$ cat src/rtl/mbist_ijtag_sequencer.sv
// mbist_ijtag_sequencer: on-chip IJTAG host for one MBIST controller assembly BAP.
// Resets the BAP, shifts the setup word into its DR, updates it, then polls by
// capture/shift/update until DONE is captured or the poll budget runs out.
// Optional feature macro: MBIST_SEQ_POLLCNT_EN adds the poll_count output.
module mbist_ijtag_sequencer #(
  parameter int CHAIN_LEN     = 32,
  parameter int RST_CYCLES    = 4,
  parameter int POLL_INTERVAL = 256,
  parameter int MAX_POLLS     = 1024,
  parameter int GO_POS        = 0,
  parameter int DONE_POS      = 1
) (
  input  logic                               tck,
  input  logic                               reset,
  input  logic                               start,
  input  logic [CHAIN_LEN-1:0]               setup_word,
  output logic                               busy,
  output logic                               done,
  output logic                               pass,
  output logic                               timeout,
  output logic [CHAIN_LEN-1:0]               result_word,
  output logic                               ijtag_reset,
  output logic                               ijtag_select,
  output logic                               ijtag_si,
  output logic                               ijtag_capture_en,
  output logic                               ijtag_shift_en,
  output logic                               ijtag_update_en,
`ifdef MBIST_SEQ_POLLCNT_EN
  output logic [$clog2(MAX_POLLS+1)-1:0]     poll_count,
`endif
  input  logic                               ijtag_so
);

  localparam int CNT_MAX0 = (RST_CYCLES > CHAIN_LEN) ? RST_CYCLES : CHAIN_LEN;
  localparam int CNT_MAX  = (POLL_INTERVAL > CNT_MAX0) ? POLL_INTERVAL : CNT_MAX0;
  localparam int CNT_W    = $clog2(CNT_MAX + 1);
  localparam int PC_W     = $clog2(MAX_POLLS + 1);

  localparam logic [CNT_W-1:0] RST_LAST   = CNT_W'(RST_CYCLES - 1);
  localparam logic [CNT_W-1:0] SHIFT_LAST = CNT_W'(CHAIN_LEN - 1);
  localparam logic [CNT_W-1:0] RUN_LAST   = CNT_W'(POLL_INTERVAL - 1);
  localparam logic [PC_W-1:0]  POLL_LIMIT = PC_W'(MAX_POLLS);

  typedef enum logic [3:0] {
    S_IDLE,
    S_RST,
    S_SHIFT,
    S_UPD,
    S_RUN,
    S_CAP,
    S_PSHIFT,
    S_PUPD,
    S_EVAL,
    S_FIN
  } state_t;

  state_t               r_state;
  logic [CNT_W-1:0]     r_cnt;
  logic [PC_W-1:0]      r_pollCnt;
  logic [CHAIN_LEN-1:0] r_shReg;
  logic [CHAIN_LEN-2:0] r_capReg;

  logic [PC_W-1:0]      w_pollNext;
  logic [CHAIN_LEN-1:0] w_capNext;
  logic [CHAIN_LEN-1:0] w_shRot;

  assign w_pollNext = r_pollCnt + 1'b1;
  assign w_capNext  = {ijtag_so, r_capReg};
  assign w_shRot    = {r_shReg[0], r_shReg[CHAIN_LEN-1:1]};

`ifdef MBIST_SEQ_POLLCNT_EN
  assign poll_count = r_pollCnt;
`endif

  // Sequencer FSM; every output is registered for the state being entered
  always_ff @(posedge tck or posedge reset) begin
    if (reset) begin
      r_state          <= S_IDLE;
      r_cnt            <= '0;
      r_pollCnt        <= '0;
      r_shReg          <= '0;
      r_capReg         <= '0;
      busy             <= 1'b0;
      done             <= 1'b0;
      pass             <= 1'b0;
      timeout          <= 1'b0;
      result_word      <= '0;
      ijtag_reset      <= 1'b0;
      ijtag_select     <= 1'b0;
      ijtag_si         <= 1'b0;
      ijtag_capture_en <= 1'b0;
      ijtag_shift_en   <= 1'b0;
      ijtag_update_en  <= 1'b0;
    end else begin
      ijtag_reset      <= 1'b0;
      ijtag_select     <= 1'b0;
      ijtag_si         <= 1'b0;
      ijtag_capture_en <= 1'b0;
      ijtag_shift_en   <= 1'b0;
      ijtag_update_en  <= 1'b0;
      case (r_state)
        S_IDLE, S_FIN: begin
          if (start) begin
            r_shReg     <= setup_word;
            r_cnt       <= '0;
            r_pollCnt   <= '0;
            done        <= 1'b0;
            pass        <= 1'b0;
            timeout     <= 1'b0;
            result_word <= '0;
            busy        <= 1'b1;
            ijtag_reset <= 1'b1;
            r_state     <= S_RST;
          end
        end
        S_RST: begin
          if (r_cnt == RST_LAST) begin
            r_cnt          <= '0;
            ijtag_select   <= 1'b1;
            ijtag_shift_en <= 1'b1;
            ijtag_si       <= r_shReg[0];
            r_shReg        <= w_shRot;
            r_state        <= S_SHIFT;
          end else begin
            r_cnt       <= r_cnt + 1'b1;
            ijtag_reset <= 1'b1;
          end
        end
        S_SHIFT, S_PSHIFT: begin
          ijtag_select <= 1'b1;
          if (r_state == S_PSHIFT) begin
            r_capReg <= w_capNext[CHAIN_LEN-1:1];
          end
          if (r_cnt == SHIFT_LAST) begin
            r_cnt           <= '0;
            ijtag_update_en <= 1'b1;
            if (r_state == S_PSHIFT) begin
              result_word <= w_capNext;
              r_state     <= S_PUPD;
            end else begin
              r_state     <= S_UPD;
            end
          end else begin
            r_cnt          <= r_cnt + 1'b1;
            ijtag_shift_en <= 1'b1;
            ijtag_si       <= r_shReg[0];
            r_shReg        <= w_shRot;
          end
        end
        S_UPD: begin
          r_cnt   <= '0;
          r_state <= S_RUN;
        end
        S_RUN: begin
          if (r_cnt == RUN_LAST) begin
            r_cnt            <= '0;
            ijtag_select     <= 1'b1;
            ijtag_capture_en <= 1'b1;
            r_state          <= S_CAP;
          end else begin
            r_cnt <= r_cnt + 1'b1;
          end
        end
        S_CAP: begin
          r_cnt          <= '0;
          ijtag_select   <= 1'b1;
          ijtag_shift_en <= 1'b1;
          ijtag_si       <= r_shReg[0];
          r_shReg        <= w_shRot;
          r_state        <= S_PSHIFT;
        end
        S_PUPD: begin
          r_state <= S_EVAL;
        end
        S_EVAL: begin
          r_pollCnt <= w_pollNext;
          if (result_word[DONE_POS]) begin
            done    <= 1'b1;
            pass    <= result_word[GO_POS];
            busy    <= 1'b0;
            r_state <= S_FIN;
          end else if (w_pollNext == POLL_LIMIT) begin
            done    <= 1'b1;
            timeout <= 1'b1;
            pass    <= 1'b0;
            busy    <= 1'b0;
            r_state <= S_FIN;
          end else begin
            r_cnt   <= '0;
            r_state <= S_RUN;
          end
        end
        default: begin
          busy    <= 1'b0;
          r_state <= S_IDLE;
        end
      endcase
    end
  end

endmodule
$ cat config.mk
export PLATFORM = sky130hd
export DESIGN_NAME = mbist_ijtag_sequencer
export DESIGN_NICKNAME = d
export VERILOG_FILES = /design/src/rtl/mbist_ijtag_sequencer.sv
export SDC_FILE = /design/constraint.sdc
export NUM_CORES = 1
export LEC_CHECK = 0
export BUFFER_PORTS_ARGS = -buffer_cell sky130_fd_sc_hd__buf_4
export CAP_MARGIN = 20
export CORE_MARGIN = 4
export CORE_UTILIZATION = 40
export CTS_BUF_LIST = sky130_fd_sc_hd__clkbuf_4
export DETAILED_ROUTE_END_ITERATION = 7
export GPL_TIMING_DRIVEN = 1
export SYNTH_ARGS = -nofsm -noshare
export SYNTH_HDL_FRONTEND = slang
export SYNTH_SLANG_ARGS = --single-unit
export TNS_END_PERCENT = 50
$ cat constraint.sdc
create_clock -name tck -period 7.4 [get_ports tck]
set_input_delay 1.48 -clock tck [delete_from_list [all_inputs] [get_ports tck]]
set_output_delay 1.48 -clock tck [all_outputs]
set_load 0.02 [all_outputs]
**Yosys cells after proc, flatten, opt, wreduce, memory -nomap -nowiden**

Index checks and enable logic that the tools add are counted.

- Input bits: 36
- Output and inout port bits: 42
- Word-level logic and storage cells: 112
- Register bits: 129

- Muxes and demuxes: 51
- Bitwise gates (word level): 1
- Reduce and logical (&&, ||, !) cells: 19
- Add/sub/neg operators: 2
- Equality and inequality tests: 23

Operators by type and width:

| cell | number |
|---|---|
| $mux W32 | 6 |
| $pmux W32 S4 | 1 |
| $pmux W32 S2 | 1 |
| $mux W9 | 6 |
| $pmux W9 S6 | 1 |
| $pmux W4 S8 | 1 |
| $mux W4 | 6 |
| $pmux W11 S2 | 1 |
| $reduce_and A4 Y1 | 5 |
| $mux W1 | 18 |
| $ne A2 B2 Y1 const B | 9 |
| $eq A4 B3 Y1 const B | 4 |
| $pmux W1 S3 | 4 |
| $add A11 B1 Y11 const B | 1 |
| $eq A11 B11 Y1 const B | 1 |
| $mux W11 | 1 |
| $add A9 B1 Y9 const B | 1 |
| $eq A9 B2 Y1 const B | 1 |
| $eq A9 B5 Y1 const B | 1 |
| $eq A9 B8 Y1 const B | 1 |
| $eq A4 B2 Y1 const B | 2 |
| $eq A4 B4 Y1 const B | 2 |
| $pmux W1 S2 | 4 |
| $reduce_or A7 Y1 | 1 |
| other kinds (12) | 17 |

**Depth between registers and ports, before layout**

Gate-level depths: netlist of the first run.

- Depth after elaboration: 5
- Mapped depth: 12
- Depth with buffers taken out: 11

**Worst setup path before layout of the first run**

No wires, ideal clock.

- Path type: input to register
- Start point: in start
- End point: reg result_word[10]
- Data arrival time: 2.607 ns
- Data required time: 7.279 ns
- Setup time: 0.121 ns
- Slack: 4.672 ns
- Stages: 6
- Buffers on the path: 2
- Cells stage by stage: clkbuf_1 -> inv_1 -> nor4_1 -> o21ai_2 -> buf_2 -> a22o_1

- Cells in the longest elaborated chain, start to end: 2

Ends and longest elaborated chain:

| item | RTL line | RTL |
|---|---|---|
| start: declaration | 15 | `input logic start,` |
| $ne A2 B2 Y1 (no line) | - |  |
| $reduce_and A4 Y1 (no line) | - |  |
| end signal: assignment | 138 | `result_word <= w_capNext;` |
| end: declaration | 21 | `output logic [CHAIN_LEN-1:0] result_word,` |

No other way between the ends.
A chain may end at the register's enable or synchronous reset.

**Worst setup path in the final report of the first run**

- Start point: reg result_word[1]
- End point: out result_word[1]

No word-level cell between the ends.

==> results of run 1 <==
==> placed cells by master (no fill, tap or decap), types with 2 or more instances in the layout <==
| master | n |
|---|---|
| a21o_1 | 2 |
| a21oi_1 | 43 |
| a22o_1 | 34 |
| a31oi_1 | 7 |
| and2_1 | 3 |
| and3_1 | 4 |
| buf_4 | 80 |
| bufinv_16 | 2 |
| clkbuf_4 | 18 |
| clkinvlp_4 | 2 |
| dfrtp_1 | 129 |
| ha_1 | 4 |
| inv_1 | 5 |
| inv_6 | 7 |
| mux2_2 | 32 |
| mux2i_1 | 33 |
| nand2_1 | 29 |
| nand2b_1 | 5 |
| nand3_1 | 13 |
| nand4_1 | 6 |
| nor2_1 | 47 |
| nor4_1 | 3 |
| nor4b_1 | 2 |
| o21ai_0 | 21 |
| o21ai_1 | 2 |
| o22ai_1 | 2 |
| o31ai_1 | 6 |
| xnor2_1 | 4 |
| xor2_1 | 2 |
==> registers in the layout, summed over array words and instances, names as in the netlist <==
name and flops:
busy 1, done 1, ijtag_capture_en 1, ijtag_reset 1, ijtag_select 1, ijtag_shift_en 1
ijtag_si 1, ijtag_update_en 1, pass 1, r_capReg 31, r_cnt 9, r_pollCnt 11
r_shReg 32, r_state 4, result_word 32, timeout 1
==> worst reg2reg max path, cell delays in order (launching register included) <==
cell     delay (ns)
dfrtp_1        0.61
inv_1          0.26
nand2_1        0.14
nor2_2         0.13
buf_4          0.38
and2_1         0.60
buf_8          0.24
a22o_1         0.15
==> kinds of logic after synthesis <==
logic type / after synthesis / share of synthesized area
compound gates: 133 / 0.156
flops: 129 / 0.564
simple gates: 123 / 0.103
mux: 65 / 0.121
buf+inv: 42 / 0.0378
xor+xnor: 6 / 0.00918
fa+ha+maj: 4 / 0.00874
==> layer usage <==
layer,GRT usage,share of wire
met3,0.0518,0.051
met4,0.0437,0.010
met5,0,0
met1,0.211,0.47
met2,0.235,0.47
==> path summary, 6_finish.rpt <==
kind / slack, ns / endpoint / from / depth (start not counted)
worst min register to register: 0.50 / timeout / timeout / 2
min in group asynchronous: 1.04 / r_shReg[6] / reset / 2
max in group asynchronous: 5.24 / r_capReg[22] / reset / 4
worst max-delay path: 4.68 / result_word[1] / result_word[1] / 1
worst max register to register: 4.84 / result_word[24] / r_state[3] / 7
worst min-delay path: 0.50 / timeout / timeout / 2
==> power groups by stage <==
stage	Combinational (W)	Sequential [W]	Clock, W
2_1_floorplan	0.000788	0.00102	0
3_3_place_gp	0.000938	0.00104	0
3_5_place_dp	0.000990	0.00104	0
4_1_cts	0.000990	0.00103	0.000510
5_1_grt	0.00110	0.00106	0.000544
6_report	0.000981	0.00103	0.000495
==> stage by stage <==
stage          power, W  cells  hold slack, ns
2_1_floorplan   0.00181    502           0.477
3_5_place_dp    0.00203    728           0.482
5_1_grt         0.00270    761           0.528
6_report        0.00251    761           0.500
4_1_cts         0.00253    760           0.509
3_3_place_gp    0.00198    726           0.474
==> cell type report <==
class / instances / area, sq um / share of cell area
timing repair buffer: 83 / 663 / 0.0986
clock inverter: 14 / 154 / 0.0229
multi-input combinational: 331 / 2300 / 0.341
tap: 180 / 225 / 0.0335
inverter: 6 / 25.0 / 0.00372
sequential: 129 / 3230 / 0.480
clock buffer: 18 / 135 / 0.0201
==> results.md, run 1 <==
- Row count: 43
- Clock latency on the worst-skew pair: 0.52 ns
- Largest net degree at the start of global routing: 82
- Post-CTS Setup Bufs: 0
- Clk pin slew, worst setup/hold paths: 0.12 ns
- Worst setup SP type: flop
- Post-Route Skew: 0.0276 ns
- Unrepaired setup endpoints after global routing: no
- DRC viols: 0
- Outcome: finished, final reports clean
- Synthesized net count: 542
- Gpl congestion: 0.792
- Vias in the first global route: 4044
- Register area share after synthesis: 0.564
- Yosys warns: 0
- Crit. End Element: primary output
- IO Pins: 78
- Design area: 0.00673 sq mm
- CTS tree: yes
- Crit-path slowest cell: dfrtp_1
- Synthesized area: 0.00572 sq mm
- Longest Clk Path Bufs: 2
- Mapped Cells: 502
- Global-route usage over all layers: 0.154
- Die Height: 128 um
- Int Pwr: 0.00151 W
- Sequential group share of total power: 0.412
- Async set-reset flop share out of synthesis: 1.00
- Clk pwr share: 0.197
- Core Area: 0.0139 sq mm
- First-pass GRT wire length: 20300 um
- Finished Core Util: 0.483
- Net Sw Frac: 0.398
- Post-route ant nets: 0
- Critical path type: flop to primary output
- Area added between synthesis and finish: 17.5%
- Initial antenna violation count: 0
- Worst Path Buf+Inv: 1
- Syn_area_per_cell: 11.4 sq um
- CP arrival: 1.24 ns
- Pre-antenna DRT Iters: 7
- Fin crit share: 0.367
- Gates resized, CTS repair: 0
- Synth area leaders: dfrtp_1 (56%), mux2_2 (6.3%), mux2i_1 (5.8%), a22o_1 (5.2%), a21oi_1 (3.8%)
- Layout Nets: 608
- Top cell type by total area after synthesis: dfrtp_1
- Switch Pwr: 0.000998 W
- Initial Util: 0.411
- Chip width: 128 um
- Fin worst setup slack: 4.68 ns
- Synth top cells by count: dfrtp_1 (129), nor2_1 (48), a21oi_1 (43), a22o_1 (34), mux2i_1 (33)
- Final setup violation count: 0
- Critical path's largest stage delay: 0.53 ns
- Worst Hold Class: flop to flop
- Ant. Diodes: 0
- Final WL: 12100 um
- Clock Sinks: 129
- Max transition margin: 0.380
- Achievable Freq: 368 MHz
- Fin. Hold Viols: 0
- DP Area: 0.00641 sq mm
- Post-Place Worst Slack: 4.27 ns
- Cell Pwr Density: 373 mW/mm^2
- Combinational power share: 0.391
- CP top delay family: flip-flops
- CTS root buf: clkbuf_4
- Post-DP HPWL: 7940 um
- Number of fill cells: 1266
- Vias per cell: 5.27
- Critical-path maximum fanout: 6
- Cell Chain, Critical Path: buf_4
- Worst vdd ir: 0.179 mV
- Worst Tran Pin Value: 0.927 ns
- Fraction of layout cells with a size suffix above 1: 0.274
- Distinct cells, synth: 53
- Input/output buffers: 77
- Post-synth top area share: 0.564
- WL per Instance: 15.9 um
- Seq cells post-synth: 129
- # H-tree levels: 4
- MaxCap Viol Count: 0
- Number of flops mapped to enable cells by yosys: 0
- Count leader, synth: dfrtp_1
- Drt initial violations: 258
- Fin Setup TNS: 0 ns
- Top_reg_cell synth: dfrtp_1
- Total CTS buffers: 17
- Grt total ovfl: 0
- Pins Over Slew Limit: 0
- Hold buffer count at CTS: 0
- Req. time, crit path: 5.92 ns
- Tmin final: 2.72 ns
- Vias: 4013
- Die area: 0.0163 sq mm
- P_leak: 3.18 nW
Power figures use the tool's default switching activity.
==> run 2: changes to the inputs <==
ABC_AREA = 1   (was default)
clock period = 2.3 ns   (was 7.4 ns; I/O delays follow)
==> run 2 against run 1 <==
Critical path depth up 11. Utilization barely moved. Cell area increased by 4.3%. Largest cell class unchanged. Highest routed layer unchanged.
==> results.md, run 2 <==
- Outcome: finished, final reports clean
- Cell Pwr Density: 1250 mW/mm^2 (+240%)
- Sequential group share of total power: 0.350 (-0.062)
- Mapped Cells: 728 (+45%)
- Final WL: 13700 um (+13%)
- Hold WS: 0.0934 ns (-0.407 ns)
- Post-DP HPWL: 9050 um (+14%)
- Commonest non-fill, non-tap cell in the layout: nand2_1
- Synth top cells by count: nand2_1 (220), dfrtp_1 (129), inv_1 (68), nor2_1 (61), o21ai_0 (58)
- Final setup violation count: 0 (unchanged)
- Fin. Hold Viols: 0 (unchanged)
- Vias: 4970 (+24%)
- Die Height: 130 um (+1.7%)
- Top_reg_cell synth: dfrtp_1
- Net Sw Frac: 0.440 (+0.0424)
- Post-Synth Simple-Gate Area: 0.226 (+0.123)
- Worst Tran Pin Value: 0.707 ns (-0.220 ns)
- Pins Over Slew Limit: 0 (unchanged)
- Core Area: 0.0145 sq mm (+4.3%)
- Clock latency on the worst-skew pair: 0.53 ns (about the same)
- Worst Path Buf+Inv: 1 (unchanged)
- Ant. Diodes: 0 (unchanged)
- Distinct cells, synth: 32 (-40%)
- Initial antenna violation count: 0 (unchanged)
- Synthesized net count: 768 (+42%)
- Die area: 0.0169 sq mm (+3.5%)
- WL per Instance: 13.7 um (-14%)
- Fin crit share: 0.908
- IO Pins: 78 (unchanged)
- Switch Pwr: 0.00386 W (+290%)
- Fraction of layout cells with a size suffix above 1: 0.178 (-0.0956)
- Compound-cell area share of the yosys netlist: 0.139 (-0.0170)
- Crit. End Element: flop
- Reg-to-Reg Start: r_cnt[0]
- Fin Setup TNS: 0 ns (unchanged)
- Global-route usage over all layers: 0.170 (+0.0158)
- Number of flops mapped to enable cells by yosys: 0 (unchanged)
- Vias per cell: 4.95 (-6.1%)
- Post-synth top area share: 0.544 (-0.0201)
- Number of fill cells: 1465 (+16%)
- Grt total ovfl: 0 (unchanged)
- Achievable Freq: 479 MHz
- Biggest regs: r_shReg (32), result_word (32), r_capReg (31)
- Worst vdd ir: 0.871 mV (+390%)
- First-pass GRT wire length: 23000 um (+13%)
- Worst setup SP type: flop
- Clk pin slew, worst setup/hold paths: 0.10 ns (-0.02 ns)
- Tmin final: 2.09 ns
- CP dominant cell by count: nand2_1
- Largest net degree at the start of global routing: 130 (+59%)
- Async set-reset flop share out of synthesis: 1.00 (unchanged)
- Mux contribution to synthesized area: 0.00190 (-0.119)
- Synthesized area: 0.00594 sq mm (+3.7%)
- Clock Sinks: 129 (unchanged)
- Post-route ant nets: 0 (unchanged)
- Clk pwr share: 0.184 (-0.013)
- Adder-cell share of the synthesized area: 0.00843 (-0.000311)
- Most frequent cells in the layout: nand2_1 (218), dfrtp_1 (129), buf_4 (85)
- Yosys warns: 0 (unchanged)
- Int Pwr: 0.00491 W (+230%)
- Top cell type by total area after synthesis: dfrtp_1
- Layout Nets: 847 (+39%)
- CP Launch Point: r_cnt[0]
- Design area: 0.00702 sq mm (+4.3%)
- Pre-antenna DRT Iters: 4 (-3)
- Cell Chain, Critical Path: ha_1, nand2_1, inv_1, nand2_1, nor2_2, nand2_1, nand2_2, nand2_2, nor2_4, o21ai_4, nand2_1, o21ai_0
- Gpl congestion: 0.841 (+6.3%)
- Total CTS buffers: 17 (unchanged)
- Initial Util: 0.408 (-0.00239)
- Crit-path slowest cell: dfrtp_1
- Critical-path maximum fanout: 17 (+11)
- Vias in the first global route: 4841 (+20%)
- CTS tree: yes
- Seq cells post-synth: 129 (unchanged)
- Placed instance count: 971 (+33%)
- Hold buffer count at CTS: 0 (unchanged)
- Syn_area_per_cell: 8.15 sq um (-28%)
- Input/output buffers: 77 (unchanged)
- CP arrival: 2.48 ns (+1.24 ns)
- Finished Core Util: 0.483 (about the same)
- Synth area leaders: dfrtp_1 (54%), nand2_1 (14%), o21ai_0 (4.9%), o21ai_1 (4.3%), inv_1 (4.3%)
- Fin cells: 1004 (+32%)
- Post-CTS Setup Bufs: 0 (unchanged)
- Critical path's largest stage delay: 0.41 ns (-0.12 ns)
- Row count: 44 (+2.3%)
- Combinational power share: 0.467 (+0.076)
- Register area share after synthesis: 0.544 (-0.0201)
- CP top delay family: simple AND/OR/NAND/NOR gates
- Post-Route Skew: 0.0154 ns (-0.0122 ns)
- DRC viols: 0 (unchanged)
- P_leak: 3.61 nW (+13%)
- Req. time, crit path: 2.70 ns (-3.22 ns)
- Largest family of logic cells by synthesized area: simple AND/OR/NAND/NOR gates
- DP Area: 0.00670 sq mm (+4.4%)
- CTS root buf: clkbuf_4
- Longest Clk Path Bufs: 2 (unchanged)
- Max transition margin: 0.529 (+0.149)
- Drt initial violations: 231 (-10%)
- Worst Hold Class: input port to asynchronous set/reset pin
- MaxCap Viol Count: 0 (unchanged)
- # H-tree levels: 4 (unchanged)
- Count leader, synth: nand2_1
- Post-synthesis xor/xnor area fraction: 0.00295 (-0.00623)
- Unrepaired setup endpoints after global routing: yes
- Critical path type: flop to flop
- Chip width: 130 um (+1.7%)
- Area added between synthesis and finish: 18.3%
-- run 2: logic make-up (layout without fill, tap and decap cells) --
family | count (synthesis) | after routing
flops | 129 | 129
mux | 1 | 1
compound gates | 157 | 158
xor+xnor | 2 | 2
fa+ha+maj | 4 | 4
simple gates | 331 | 331
buf+inv | 104 | 195
-- run 2: tightest hold or removal path: cells and delay by family --
kind	cells	cell delay (ns)
buffers and inverters	3	0.66
-- run 2: path summary, 6_finish.rpt --
kind | to | slack, ns | depth (start not counted)
hold reg to reg | busy | 0.50 | 2
min in group tck | r_capReg[30] | 0.16 | 3
setup / recovery | result_word[13] | 0.21 | 12
hold / removal | result_word[22] | 0.09 | 3
setup reg to reg | result_word[13] | 0.21 | 12
max in group asynchronous | r_shReg[0] | 1.65 | 3
-- run 2: per-layer routing --
layer	global-route usage	wire length [um]
met2	0.271	6490
met5	0	0
met3	0.0385	558
met4	0.0642	191
met1	0.227	6480
-- run 2: final cells by class --
| type | count | area (sq um) | area share |
|---|---|---|---|
| clock buffer | 24 | 180 | 0.0257 |
| clock inverter | 8 | 111 | 0.0159 |
| inverter | 75 | 288 | 0.0410 |
| multi-input combinational | 496 | 2280 | 0.325 |
| sequential | 129 | 3230 | 0.460 |
| tap | 184 | 230 | 0.0328 |
| timing repair buffer | 88 | 698 | 0.0995 |
-- run 2: stage by stage --
| step | worst slack (ns) | total power (W) |
|---|---|---|
| 2_1_floorplan | 0.245 | 0.00623 |
| 3_3_place_gp | 0.238 | 0.00698 |
| 3_5_place_dp | 0.138 | 0.00712 |
| 4_1_cts | 0.115 | 0.00877 |
| 5_1_grt | -0.0138 | 0.00959 |
| 6_report | 0.212 | 0.00877 |
-- run 2: power groups by stage --
stage	clock, W	combinational [W]	sequential, W
final	0.00161	0.00409	0.00307
after global routing	0.00180	0.00466	0.00312
after CTS	0.00168	0.00404	0.00306
after detailed placement	0	0.00402	0.00310
after global placement	0	0.00390	0.00308
after floorplan	0	0.00310	0.00313
-- run 2: timing repair --
| item | CTS | global route |
|---|---|---|
| endpoints found under the setup margin | 0 | 34 |
| hold endpoints to repair | 0 | 0 |
| resized for setup | 0 | 8 |
==> run 3: changes to the inputs <==
clock period = 1.9 ns   (was 2.3 ns; I/O delays follow)
==> run 3 against run 2 <==
Cell area up 11%. Hold slack worse by 0.034 ns. Final cell count up 4.2%. Fmax up 9.9%. Register-to-register slack worse by 0.21 ns. Total power up 47%. First-iteration DRC count up 36%. Die area unchanged. Non-clock buffer count up 37. Utilization up 5.2 points. Critical path type unchanged. Critical endpoint is now r_shReg[3]. Worst setup slack worse by 0.21 ns.
==> results.md, run 3 (synthesis results as in run 2) <==
- Tmin final: 1.90 ns (-0.188 ns)
- # H-tree levels: 4 (unchanged)
- Placed instance count: 986 (+1.5%)
- Die Height: 130 um (unchanged)
- DRC viols: 0 (unchanged)
- Req. time, crit path: 2.34 ns (-0.36 ns)
- Outcome: finished, final reports clean
- Cell Chain, Critical Path: nor4_1, nand2_2, inv_2, nand2_1, inv_2, nor2_4, buf_12, clkbuf_16, nand2_1, o21ai_0
- Vias per cell: 5.00 (+1.1%)
- Cell Pwr Density: 1660 mW/mm^2 (+33%)
- Critical-path maximum fanout: 10 (-7)
- Clk pin slew, worst setup/hold paths: 0.12 ns (+0.02 ns)
- MaxCap Viol Count: 0 (unchanged)
- Layout Nets: 888 (+4.8%)
- Drt initial violations: 315 (+36%)
- Total power: 0.0129 W (+47%)
- Crit. End Element: flop
- Crit-path slowest cell: dfrtp_1
- Pre-antenna DRT Iters: 5 (+1)
- CTS tree: yes
- Unrepaired setup endpoints after global routing: yes
- Fin cells: 1046 (+4.2%)
- CTS root buf: clkbuf_4
- Clock latency on the worst-skew pair: 0.54 ns (about the same)
- Worst Tran Pin Value: 0.449 ns (-0.258 ns)
- Max transition margin: 0.699 (+0.170)
- Fin crit share: 1.00 (+0.0921)
- Final setup violation count: 0 (unchanged)
- Most frequent cells in the layout: nand2_1 (212), dfrtp_1 (123), buf_4 (109)
- Total CTS buffers: 17 (unchanged)
- Biggest regs: r_shReg (32), result_word (32), r_capReg (31)
- Critical path's largest stage delay: 0.46 ns (+0.05 ns)
- Fin. Hold Viols: 0 (unchanged)
- CP arrival: 2.34 ns (-0.14 ns)
- Worst Hold Class: input port to flop
- CP top delay family: simple AND/OR/NAND/NOR gates
- Pins Over Slew Limit: 0 (unchanged)
- Global-route usage over all layers: 0.170 (about the same)
- Worst Path Buf+Inv: 4 (+3)
- Vias: 5233 (+5.3%)
- Worst vdd ir: 0.842 mV (-3.4%)
- Row count: 44 (unchanged)
- Area added between synthesis and finish: 30.9%
- Core Area: 0.0145 sq mm (unchanged)
- Initial antenna violation count: 1 (+1)
- IO Pins: 78 (unchanged)
- WL per Instance: 14.6 um (+6.6%)
- Gpl congestion: 0.875 (+4.0%)
- Grt total ovfl: 0 (unchanged)
- Post-DP HPWL: 9030 um (-0.28%)
- Largest net degree at the start of global routing: 74 (-43%)
- Die area: 0.0169 sq mm (unchanged)
- Critical path type: flop to flop
- Fraction of layout cells with a size suffix above 1: 0.260 (+0.0821)
- Clock Sinks: 129 (unchanged)
- Longest Clk Path Bufs: 2 (unchanged)
- Initial Util: 0.408 (unchanged)
- Worst setup SP type: flop
- P_leak: 3.89 nW (+7.6%)
- First-pass GRT wire length: 22900 um (-0.45%)
- Commonest non-fill, non-tap cell in the layout: nand2_1
- Input/output buffers: 77 (unchanged)
- Achievable Freq: 526 MHz (+9.9%)
- Chip width: 130 um (unchanged)
- Vias in the first global route: 4764 (-1.6%)
- Post-route ant nets: 0 (unchanged)
- Final WL: 15200 um (+11%)
- Post-Route Skew: 0.0233 ns (+0.00794 ns)
[run 3: final timing paths]
path,start,endpoint,slack [ns],cells past startpoint
worst min register to register,pass,pass,0.49,2
worst max-delay path,r_cnt[6],r_shReg[3],0.00003,10
min in group asynchronous,reset,r_capReg[14],0.49,4
worst max register to register,r_cnt[6],r_shReg[3],0.00003,10
max in group asynchronous,reset,r_cnt[3],1.03,4
worst min-delay path,ijtag_so,r_capReg[30],0.06,3
[run 3: through the flow]
stage	utilization	hold slack [ns]	instance area (sq um)	setup TNS (ns)	worst slack [ns]
4_1_cts	0.497	0.00686	7230	-0.0665	-0.0199
3_3_place_gp	0.471	0.467	6850	-0.0293	-0.0293
5_1_grt	0.535	0.0327	7770	-2.06	-0.0654
3_5_place_dp	0.471	0.474	6850	-1.38	-0.0922
2_1_floorplan	-	0.456	5940	-9.71	-0.0752
6_report	0.535	0.0590	7770	0	0.0000326
[run 3: what timing repair did]
item	CTS	global route
buffers inserted	2	13
hold buffers	1	0
pin swaps	1	26
endpoints found under the setup margin	45	80
gates cloned	1	10
endpoints found under the hold margin	129	0
gates resized for setup	9	67
[run 3: per-layer routing]
layer / vias to the layer above / wire (um) / global-route usage
li1: 2590 / - / -
met3: 8 / 799 / 0.0512
met2: 122 / 7450 / 0.266
met1: 2513 / 6880 / 0.229
met4: 0 / 108 / 0.0538
met5: - / 0 / 0
[run 3: report_power, final]
part           switching (W)  total [W]  internal (W)
sequential          0.000295    0.00371       0.00341
clock               0.000994    0.00209       0.00109
combinational        0.00425    0.00710       0.00285
total                0.00554     0.0129       0.00736
[run 3: worst min-delay path, stage by stage]
cell     delay (ns)
buf_4          0.08
nand2_1        0.05
nand2_1        0.06
[run 3: area by class of cell]
type / count / area [sq um]
diodes: 1 / 2.50
clock buffers: 21 / 158
clock inverters: 11 / 161
fillers: 1393 / 6770
inverters: 75 / 297
multi-input cells: 500 / 2550
flip-flops and latches: 129 / 3240
well taps: 184 / 230
repair buffers: 125 / 1140
